### src/rtl/hs_rx_pkg.sv
// hs_rx_pkg: shared types and constants for the data handshake responder and its synchronizer
package hs_rx_pkg;
  typedef enum logic [1:0] {
    IDLE  = 2'd0,
    VALID = 2'd1,
    ACK   = 2'd2
  } state_t;
  localparam logic   ACK_RST   = 1'b0;
  localparam logic   VALID_RST = 1'b0;
  localparam logic   SYNC_RST  = 1'b0;
  localparam state_t STATE_RST = IDLE;
  localparam int     SYNC_MIN  = 2;
  localparam int     SYNC_MAX  = 4;
endpackage

### src/rtl/sync_nff.sv
// sync_nff: single-bit level synchronizer, STAGES flops deep
// Ports: clk, rst (async, active high), d_i (async level in), q_o (synchronized level out)
module sync_nff
  import hs_rx_pkg::*;
#(
  parameter int STAGES = 2
) (
  input  logic clk,
  input  logic rst,
  input  logic d_i,
  output logic q_o
);
  logic [STAGES-1:0] chain_q;
  always_ff @(posedge clk or posedge rst)
    if (rst) chain_q <= {STAGES{SYNC_RST}};
    else     chain_q <= {chain_q[STAGES-2:0], d_i};
  assign q_o = chain_q[STAGES-1];
endmodule

### src/rtl/hs_data_responder.sv
// hs_data_responder: receive side of a 4-phase req/ack data handshake, delivering words on valid/ready
// Ports: clk, rst (async, active high); req_async/data_async from the remote initiator;
//        ack level back to the initiator; out_data/out_valid/out_ready local stream;
//        busy (not IDLE); xfer_cnt (completed transfers, wrapping)
module hs_data_responder
  import hs_rx_pkg::*;
#(
  parameter int DW          = 8,
  parameter int SYNC_STAGES = 2,
  parameter int CW          = 8
) (
  input  logic          clk,
  input  logic          rst,
  input  logic          req_async,
  input  logic [DW-1:0] data_async,
  output logic          ack,
  output logic [DW-1:0] out_data,
  output logic          out_valid,
  input  logic          out_ready,
  output logic          busy,
  output logic [CW-1:0] xfer_cnt
);
  if (SYNC_STAGES < SYNC_MIN || SYNC_STAGES > SYNC_MAX) begin : g_bad_sync
    $error("hs_data_responder: SYNC_STAGES out of range");
  end
  logic          req_s;
  state_t        state_q;
  logic          ack_q;
  logic          out_valid_q;
  logic [DW-1:0] out_data_q;
  logic [CW-1:0] xfer_cnt_q;
  sync_nff #(.STAGES(SYNC_STAGES)) u_req_sync (
    .clk (clk),
    .rst (rst),
    .d_i (req_async),
    .q_o (req_s)
  );
  // data_async is only sampled once req_s is high, when the initiator guarantees it is stable
  always_ff @(posedge clk or posedge rst)
    if (rst) begin
      state_q     <= STATE_RST;
      ack_q       <= ACK_RST;
      out_valid_q <= VALID_RST;
      out_data_q  <= '0;
      xfer_cnt_q  <= '0;
    end else begin
      case (state_q)
        IDLE:
          if (req_s) begin
            out_data_q  <= data_async;
            out_valid_q <= 1'b1;
            state_q     <= VALID;
          end
        VALID:
          if (out_ready) begin
            out_valid_q <= 1'b0;
            ack_q       <= 1'b1;
            xfer_cnt_q  <= xfer_cnt_q + 1'b1;
            state_q     <= ACK;
          end
        ACK:
          if (!req_s) begin
            ack_q   <= 1'b0;
            state_q <= IDLE;
          end
        default: begin
          ack_q       <= ACK_RST;
          out_valid_q <= VALID_RST;
          out_data_q  <= '0;
          state_q     <= IDLE;
        end
      endcase
    end
  assign ack       = ack_q;
  assign out_valid = out_valid_q;
  assign out_data  = out_data_q;
  assign xfer_cnt  = xfer_cnt_q;
  assign busy      = state_q != IDLE;
endmodule

### config.mk
export PLATFORM = sky130hd
export DESIGN_NAME = hs_data_responder
export DESIGN_NICKNAME = d
export VERILOG_FILES = /design/src/rtl/hs_rx_pkg.sv /design/src/rtl/sync_nff.sv /design/src/rtl/hs_data_responder.sv
export SDC_FILE = /design/constraint.sdc
export NUM_CORES = 1
export LEC_CHECK = 0
export CAP_MARGIN = 30
export CORE_ASPECT_RATIO = 0.75
export CORE_UTILIZATION = 30
export CTS_CLUSTER_SIZE = 8
export DETAILED_ROUTE_END_ITERATION = 8
export PLACE_DENSITY = 0.53
export SLEW_MARGIN = 20
export SYNTH_ARGS = -nofsm -noshare
export SYNTH_HDL_FRONTEND = slang
export SYNTH_HIERARCHICAL = 1
export SYNTH_SLANG_ARGS = --single-unit
### constraint.sdc
create_clock -name clk -period 1.65 [get_ports clk]
set_input_delay 0.33 -clock clk [delete_from_list [all_inputs] [get_ports clk]]
set_output_delay 0.33 -clock clk [all_outputs]
set_load 0.1 [all_outputs]
**Yosys cells after proc, flatten, opt, wreduce, memory -nomap -nowiden**

Index checks and enable logic that the tools add are counted.
W data, S select, Z words.

- Reduce and logical (&&, ||, !) cells: 8
- Multiplexer cells: 12
- Bitwise gates (word level): 3
- Eq/ne operators: 5
- Add/sub/neg operators: 1

Operators by type and width:

| operator | number |
|---|---|
| $pmux W8 S2 | 1 |
| $reduce_and A3 Y1 | 3 |
| $add A8 B1 Y8 const B | 1 |
| $mux W8 | 1 |
| $mux W2 | 3 |
| $pmux W1 S3 | 2 |
| $pmux W2 S3 | 1 |
| $mux W1 | 4 |
| $ne A2 B2 Y1 const B | 2 |
| $reduce_and A2 Y1 | 2 |
| $not A1 Y1 | 3 |
| $eq A2 B1 Y1 const B | 1 |
| $eq A2 B2 Y1 const B | 1 |
| $logic_not A2 Y1 | 1 |
| $ne A2 B1 Y1 const B | 1 |
| $reduce_bool A2 Y1 | 1 |
| $reduce_or A2 Y1 | 1 |

- Flip-flop bits (word level): 22
- Word-level logic and storage cells: 35

**Logic depth before layout (Yosys ltp)**

Gate-level depths: netlist of run 1.

- Word-level depth: 4
- Gate-level depth with buffers: 6

**By module**

The synthesis of run 1 kept the hierarchy.

Modules (own cells, without submodules):

| module | area each (um2) | instances | sequential area each (um2) | cells each |
|---|---|---|---|---|
| hs_data_responder | 1032.2 | 1 | 500.5 | 82 |
| sync_nff | 53.8 | 1 | 50.0 | 3 |

**Worst setup path before layout of run 1**

OpenSTA, ideal clock, no wires.

- Kind: register to register
- Start: register state_q[0]
- End: register out_data_q[3] (netlist: out_data[3])
- Arrival: 1.784 ns
- Stages on the path, launching flop included: 7
- Slack: -0.257 ns
- Setup time: 0.123 ns
- Path through: dfrtp_1 inv_1 ha_1 buf_2 inv_1 nor3_2 a22o_1

- Cells in the longest elaborated chain, start to end: 4

Ends and longest elaborated chain:

| what | RTL line | text |
|---|---|---|
| from (decl) | hs_data_responder.sv:27 | `state_t state_q;` |
| from (signal assigned) | hs_data_responder.sv:41 | `state_q <= STATE_RST;` |
| from (signal assigned) | hs_data_responder.sv:52 | `state_q <= VALID;` |
| from (signal assigned) | hs_data_responder.sv:59 | `state_q <= ACK;` |
| $eq A2 B2 Y1 / $eq A2 B1 Y1 (equally long branches) | hs_data_responder.sv:47 | `case (state_q)` |
| $reduce_or A2 Y1 (no source line) | -- |  |
| $not A1 Y1 (no source line) | -- |  |
| $reduce_and A2 Y1 (no source line) | -- |  |
| to (signal assigned) | hs_data_responder.sv:50 | `out_data_q <= data_async;` |
| to (decl) | hs_data_responder.sv:30 | `logic [DW-1:0] out_data_q;` |

Parallel ways exist; a longest one is shown, timed or not.
A chain may end at the register's enable or synchronous reset.

**Worst setup path after layout of run 1**

- Start: register state_q[0]
- End: output busy

- Cells in the longest elaborated chain, start to end: 1

Ends and longest elaborated chain:

| what | RTL line | text |
|---|---|---|
| $reduce_bool A2 Y1 | hs_data_responder.sv:78 | `assign busy = state_q != IDLE;` |
| to (decl) | hs_data_responder.sv:20 | `output logic busy,` |

Every way passes these cells.

==> results of run 1 <==
worst max-delay path, cell delays in order, from the launching register on:
cell and delay, ns:
dfrtp_1 0.42, inv_2 0.14, ha_4 0.17, clkinvlp_4 0.12
buf_12 0.18
what timing repair did:
action,in CTS,in global routing
resized for setup,0,1
setup endpoints to repair,1,3
buffers inserted,1,0
pin swaps,0,1
hold buffers,0,0
area by class of cell:
type | count | area (um^2) | share of cell area [%]
well taps | 40 | 50.0 | 2.92
flip-flops and latches | 22 | 557 | 32.5
multi-input cells | 55 | 524 | 30.6
clock buffers | 4 | 45.0 | 2.63
repair buffers | 33 | 513 | 29.9
inverters | 6 | 26.3 | 1.53
synth_stat cells (2+ instances only):
library cell / count / share of area [%]
a22o_1: 13 / 10
nor3_2: 2 / 1.8
ha_1: 7 / 8.1
nand3_2: 2 / 1.8
a21o_1: 2 / 1.4
dfrtp_1: 22 / 51
xnor2_1: 5 / 4.0
nand2b_1: 2 / 1.2
mux2_4: 3 / 4.1
xor2_1: 2 / 1.6
a211oi_2: 2 / 2.3
nand2_1: 6 / 2.1
inv_1: 5 / 1.7
metal layers:
metal  vias up  part of all wire (%)
met5         -                     0
met4         0                  0.37
met3         2                   6.1
met2        26                    41
met1       363                    52
li1        373                     -
state kept, by name, summed over array words and instances (netlist names):
name,count
out_valid,1
ack,1
state_q,2
xfer_cnt,8
out_data,8
u_req_sync/chain_q,2
worst paths after layout:
check	from	to	slack (ns)	depth (start not counted)
worst max-delay path	state_q[0]	busy	0.03	4
worst min-delay path	rst	u_req_sync/chain_q[1]	0.24	2
worst max register to register	state_q[1]	ack	0.10	5
worst min register to register	u_req_sync/chain_q[0]	u_req_sync/chain_q[1]	0.35	0
max in group asynchronous	rst	xfer_cnt[0]	1.00	3
min in group clk	u_req_sync/chain_q[0]	u_req_sync/chain_q[1]	0.35	0
through the flow:
stage	TNS [ns]	util [%]	setup WS, ns
after floorplan	-0.136	-	-0.0452
after global placement	-0.00141	49.1	-0.00141
after detailed placement	-0.0821	49.1	-0.0415
after CTS	0	50.7	0.0214
after global routing	-0.0331	50.8	-0.0331
final	0	50.8	0.0315
cells by family (layout without fill, tap and decap cells):
family	after synthesis	count (layout)	share of synthesized area, %
buffers and inverters	8	43	2.99
AOI/OAI and AO/OA	19	19	15.3
and+or+nand+nor	18	18	12.1
adders and majority gates	7	7	8.06
xor gates and xnor gates	7	7	5.65
DFF	22	22	50.7
muxes	4	4	5.18
==> results.toml, run 1 <==
[detailed_routing]
antenna_left = 0
first_iter_violations = 41
routed_wl_mm = 2.18
drc = 0
drtPass1Iterations = 4
vias_per_cell = 4.78
vias = 764
wire_per_inst_um = 13.6

[cells_and_area]
fin_cells = 160
area_growth_pct = 57.9
final_area_mm2 = 0.00172
fill_cells = 305
fin_nets = 140
layout_commonest_cell = "buf_12"
n_antenna_cell = 0
layout_common_cells = "19 x buf_12, 17 x dfrtp_1, 13 x a22o_1"
drive_gt1_share_pct = 41.7

[timing]
finalMaxSlewViolations = 0
min_period_ns = 1.62
hold_violations = 0
max_freq_mhz = 618
slew_headroom_pct = 82.6
grt_setup_unrepaired = "yes"
fin_worst_skew_ns = 0.00512
finalCritPeriodShare_pct = 98.1
holdWs_ns = 0.241
worst_pin_slew_ns = 0.261
setup_violations = 0

[logic_synthesis]
synthCells = 85
synth.avg_cell_area_um2 = 12.8
synth_area_mm2 = 0.00109
postSynth.asyncResetShare_pct = 100
synth_cell_types = 25
ys_seq_area_share_pct = 50.7
synth_edf_count = 0
yosys_register_bits = 22
synth_warnings = 6
synth_fp_nets = 104
ys.flop_type = "dfrtp_1"

[setup_path]
startpoint_type = "flip-flop"
endpoint_kind = "primary output"
worst-setup-path-type = "reg -> out"
arrival_ns = 1.29
required_ns = 1.32
critPathMaxFanout = 6

[global_routing]
first_global_vias = 759
antenna_found_initial = 0
globalRouteOverflowTotal = 0
global_route.peak_usage_layer = "met2"
grt_pass1_wl_mm = 3.55
grtUsageMet3_pct = 4.12
met2_usage_pct = 18.4
gr-usage-met1_pct = 17.6
grt_max_degree = 21
grtUsageTotal_pct = 12.3

[clocking]
clock_latency_ns = 0.26
clock-root-buffer = "clkbuf_8"
cts_sinks = 22
cts.path.max_buffers = 2
clk_pin_slew_ns = 0.08
htreeDepth = 1
cts_tree = "yes"
numCtsBuffers = 3

[floorplan]
die-area_mm2 = 0.00387
start_util_pct = 32.1
die_h_um = 54.1
core_mm2 = 0.00338
chipWidth_um = 71.5
ioPinCount = 31
placement_rows = 18

[place]
routabilityCongestion = 0.788
place_area_mm2 = 0.00166
hpwl_mm = 1.64
dp.cells = 155
portBuffers = 30

[flow_run]
drv_cap = 0

[hold_path]
hold_path.class = "in -> async"

[outcome]
outcome = "finished clean"
Power of run 1 is left out: the tool's default activity adds up to more than one toggle a clock period on the data nets, which glitch-free logic cannot reach.
==> run 2: changes to the inputs <==
PLACE_DENSITY = 0.55   (was 0.53)
clock period = 1.38 ns   (was 1.65 ns; I/O delays follow)
==> results.toml, run 2 (synthesized netlist as in run 1, its figures left out) <==
[cells_and_area]
area_growth_pct = 71.4
layout_common_cells = "19 x buf_12, 15 x dfrtp_1, 13 x a22o_1, 13 x buf_4, 11 x clkdlybuf4s50_1"
drive_gt1_share_pct = 51.5
fin_cells = 170
fin_nets = 150
layout_commonest_cell = "buf_12"
postLayoutCoreUtil_pct = 55.1
n_antenna_cell = 0
fill_cells = 278

[timing]
finalMaxSlewViolations = 0
fin_worst_skew_ns = 0.00662
slew_headroom_pct = 82.7
setup_slack_ns = -0.0892
grt_setup_unrepaired = "yes"
min_period_ns = 1.47
worst_pin_slew_ns = 0.260
holdWs_ns = 0.188
hold_violations = 0
finalCritPeriodShare_pct = 106
max_freq_mhz = 681
setup_violations = 5

[setup_path]
cpPeakStageDelay_ns = 0.41
rrSetupSlack_ns = -0.05
path_cells = "inv_2, ha_4, clkinvlp_4, buf_12"
critPathLaunch = "state_q[0]"
arrival_ns = 1.19
worst-setup-path-type = "reg -> out"
required_ns = 1.10
endpoint_kind = "primary output"
rr_endpoint = "ack"
ff2ff_path_depth = 4
startpoint_type = "flip-flop"
slowest_stage = "dfrtp_1"
r2r_start = "state_q[0]"
crit_path_end = "busy"
critPathMaxFanout = 3

[detailed_routing]
routed_wl_mm = 2.20
wire_per_inst_um = 13.0
first_iter_violations = 24
drc = 0
drtPass1Iterations = 4
vias_per_cell = 4.71
antenna_left = 0
vias = 801

[global_routing]
grtUsageTotal_pct = 13.4
grt_max_degree = 21
antenna_found_initial = 0
globalRouteOverflowTotal = 0
grt_pass1_wl_mm = 3.88
first_global_vias = 816

[flow_run]
drv_cap = 0

[clocking]
cts_tree = "yes"
clk_pin_slew_ns = 0.08
clock-root-buffer = "clkbuf_8"
clock_latency_ns = 0.27
htreeDepth = 1
cts.path.max_buffers = 2
holdBufCountCts = 0
numCtsBuffers = 3
cts_sinks = 22

[hold_path]
hold_path.class = "in -> async"

[floorplan]
die-area_mm2 = 0.00387
core_mm2 = 0.00338
ioPinCount = 31
chipWidth_um = 71.5
die_h_um = 54.1
start_util_pct = 32.1
placement_rows = 18

[outcome]
violations = "negative setup slack"
outcome = "complete, but fails checks"

[place]
routabilityCongestion = 0.691
dp.cells = 163
place_ws_ns = -0.231
portBuffers = 30
hpwl_mm = 1.63
## run 2: cell types whose count changed in the layout (fill, tap and decap cells not counted), moves of 2 or more
cell and change:
buf_4 +10, dfrtp_1 -2, ha_4 +2, dfrtp_4 +2
ha_1 -2
## run 2: per-layer routing
metal	routed length (um)	up-vias	global-route usage (%)
met5	0	-	0
met4	14	0	3.92
met3	88	3	4.12
met2	985	16	19.7
met1	1120	392	18.9
li1	-	390	-
## run 2: how the worst min path moves through the flow
stage	startpoint	endpoint	slack [ns]	depth (start not counted)
6_report	rst	u_req_sync/chain_q[0]	0.19	2
5_1_grt	rst	u_req_sync/chain_q[0]	0.20	2
4_1_cts	rst	u_req_sync/chain_q[0]	0.19	2
3_5_place_dp	u_req_sync/chain_q[0]	u_req_sync/chain_q[1]	0.35	0
3_3_place_gp	u_req_sync/chain_q[0]	u_req_sync/chain_q[1]	0.34	0
2_1_floorplan	rst	u_req_sync/chain_q[0]	0.02	1
## run 2: cell type report
class	instances	area [um^2]	share of cell area [%]
Timing Repair Buffer	43	588	31.6
Sequential cell	22	564	30.3
Multi-Input combinational cell	55	562	30.2
Tap cell	40	50.0	2.69
Clock buffer	3	41.3	2.22
Clock inverter	1	30.0	1.61
Inverter	6	26.3	1.41
## run 2: through the flow
stage	cell area, um^2	TNS, ns
6_report	1860	-0.232
5_1_grt	1860	-0.902
4_1_cts	1850	-0.263
3_5_place_dp	1730	-1.24
3_3_place_gp	1730	-1.22
2_1_floorplan	1140	-1.18
## run 2: worst max-delay path, delay by kind of cell (launching register included)
family,cells,cell delay [ns]
DFF,1,0.41
adders and majority gates,1,0.15
buffers and inverters,3,0.37
## run 2: what timing repair did
item / CTS / global route
pin swaps: 4 / 2
gates resized for setup: 4 / 4
endpoints found under the setup margin: 5 / 17
setup buffers: 3 / 0
Power of run 2 is left out for the same reason.
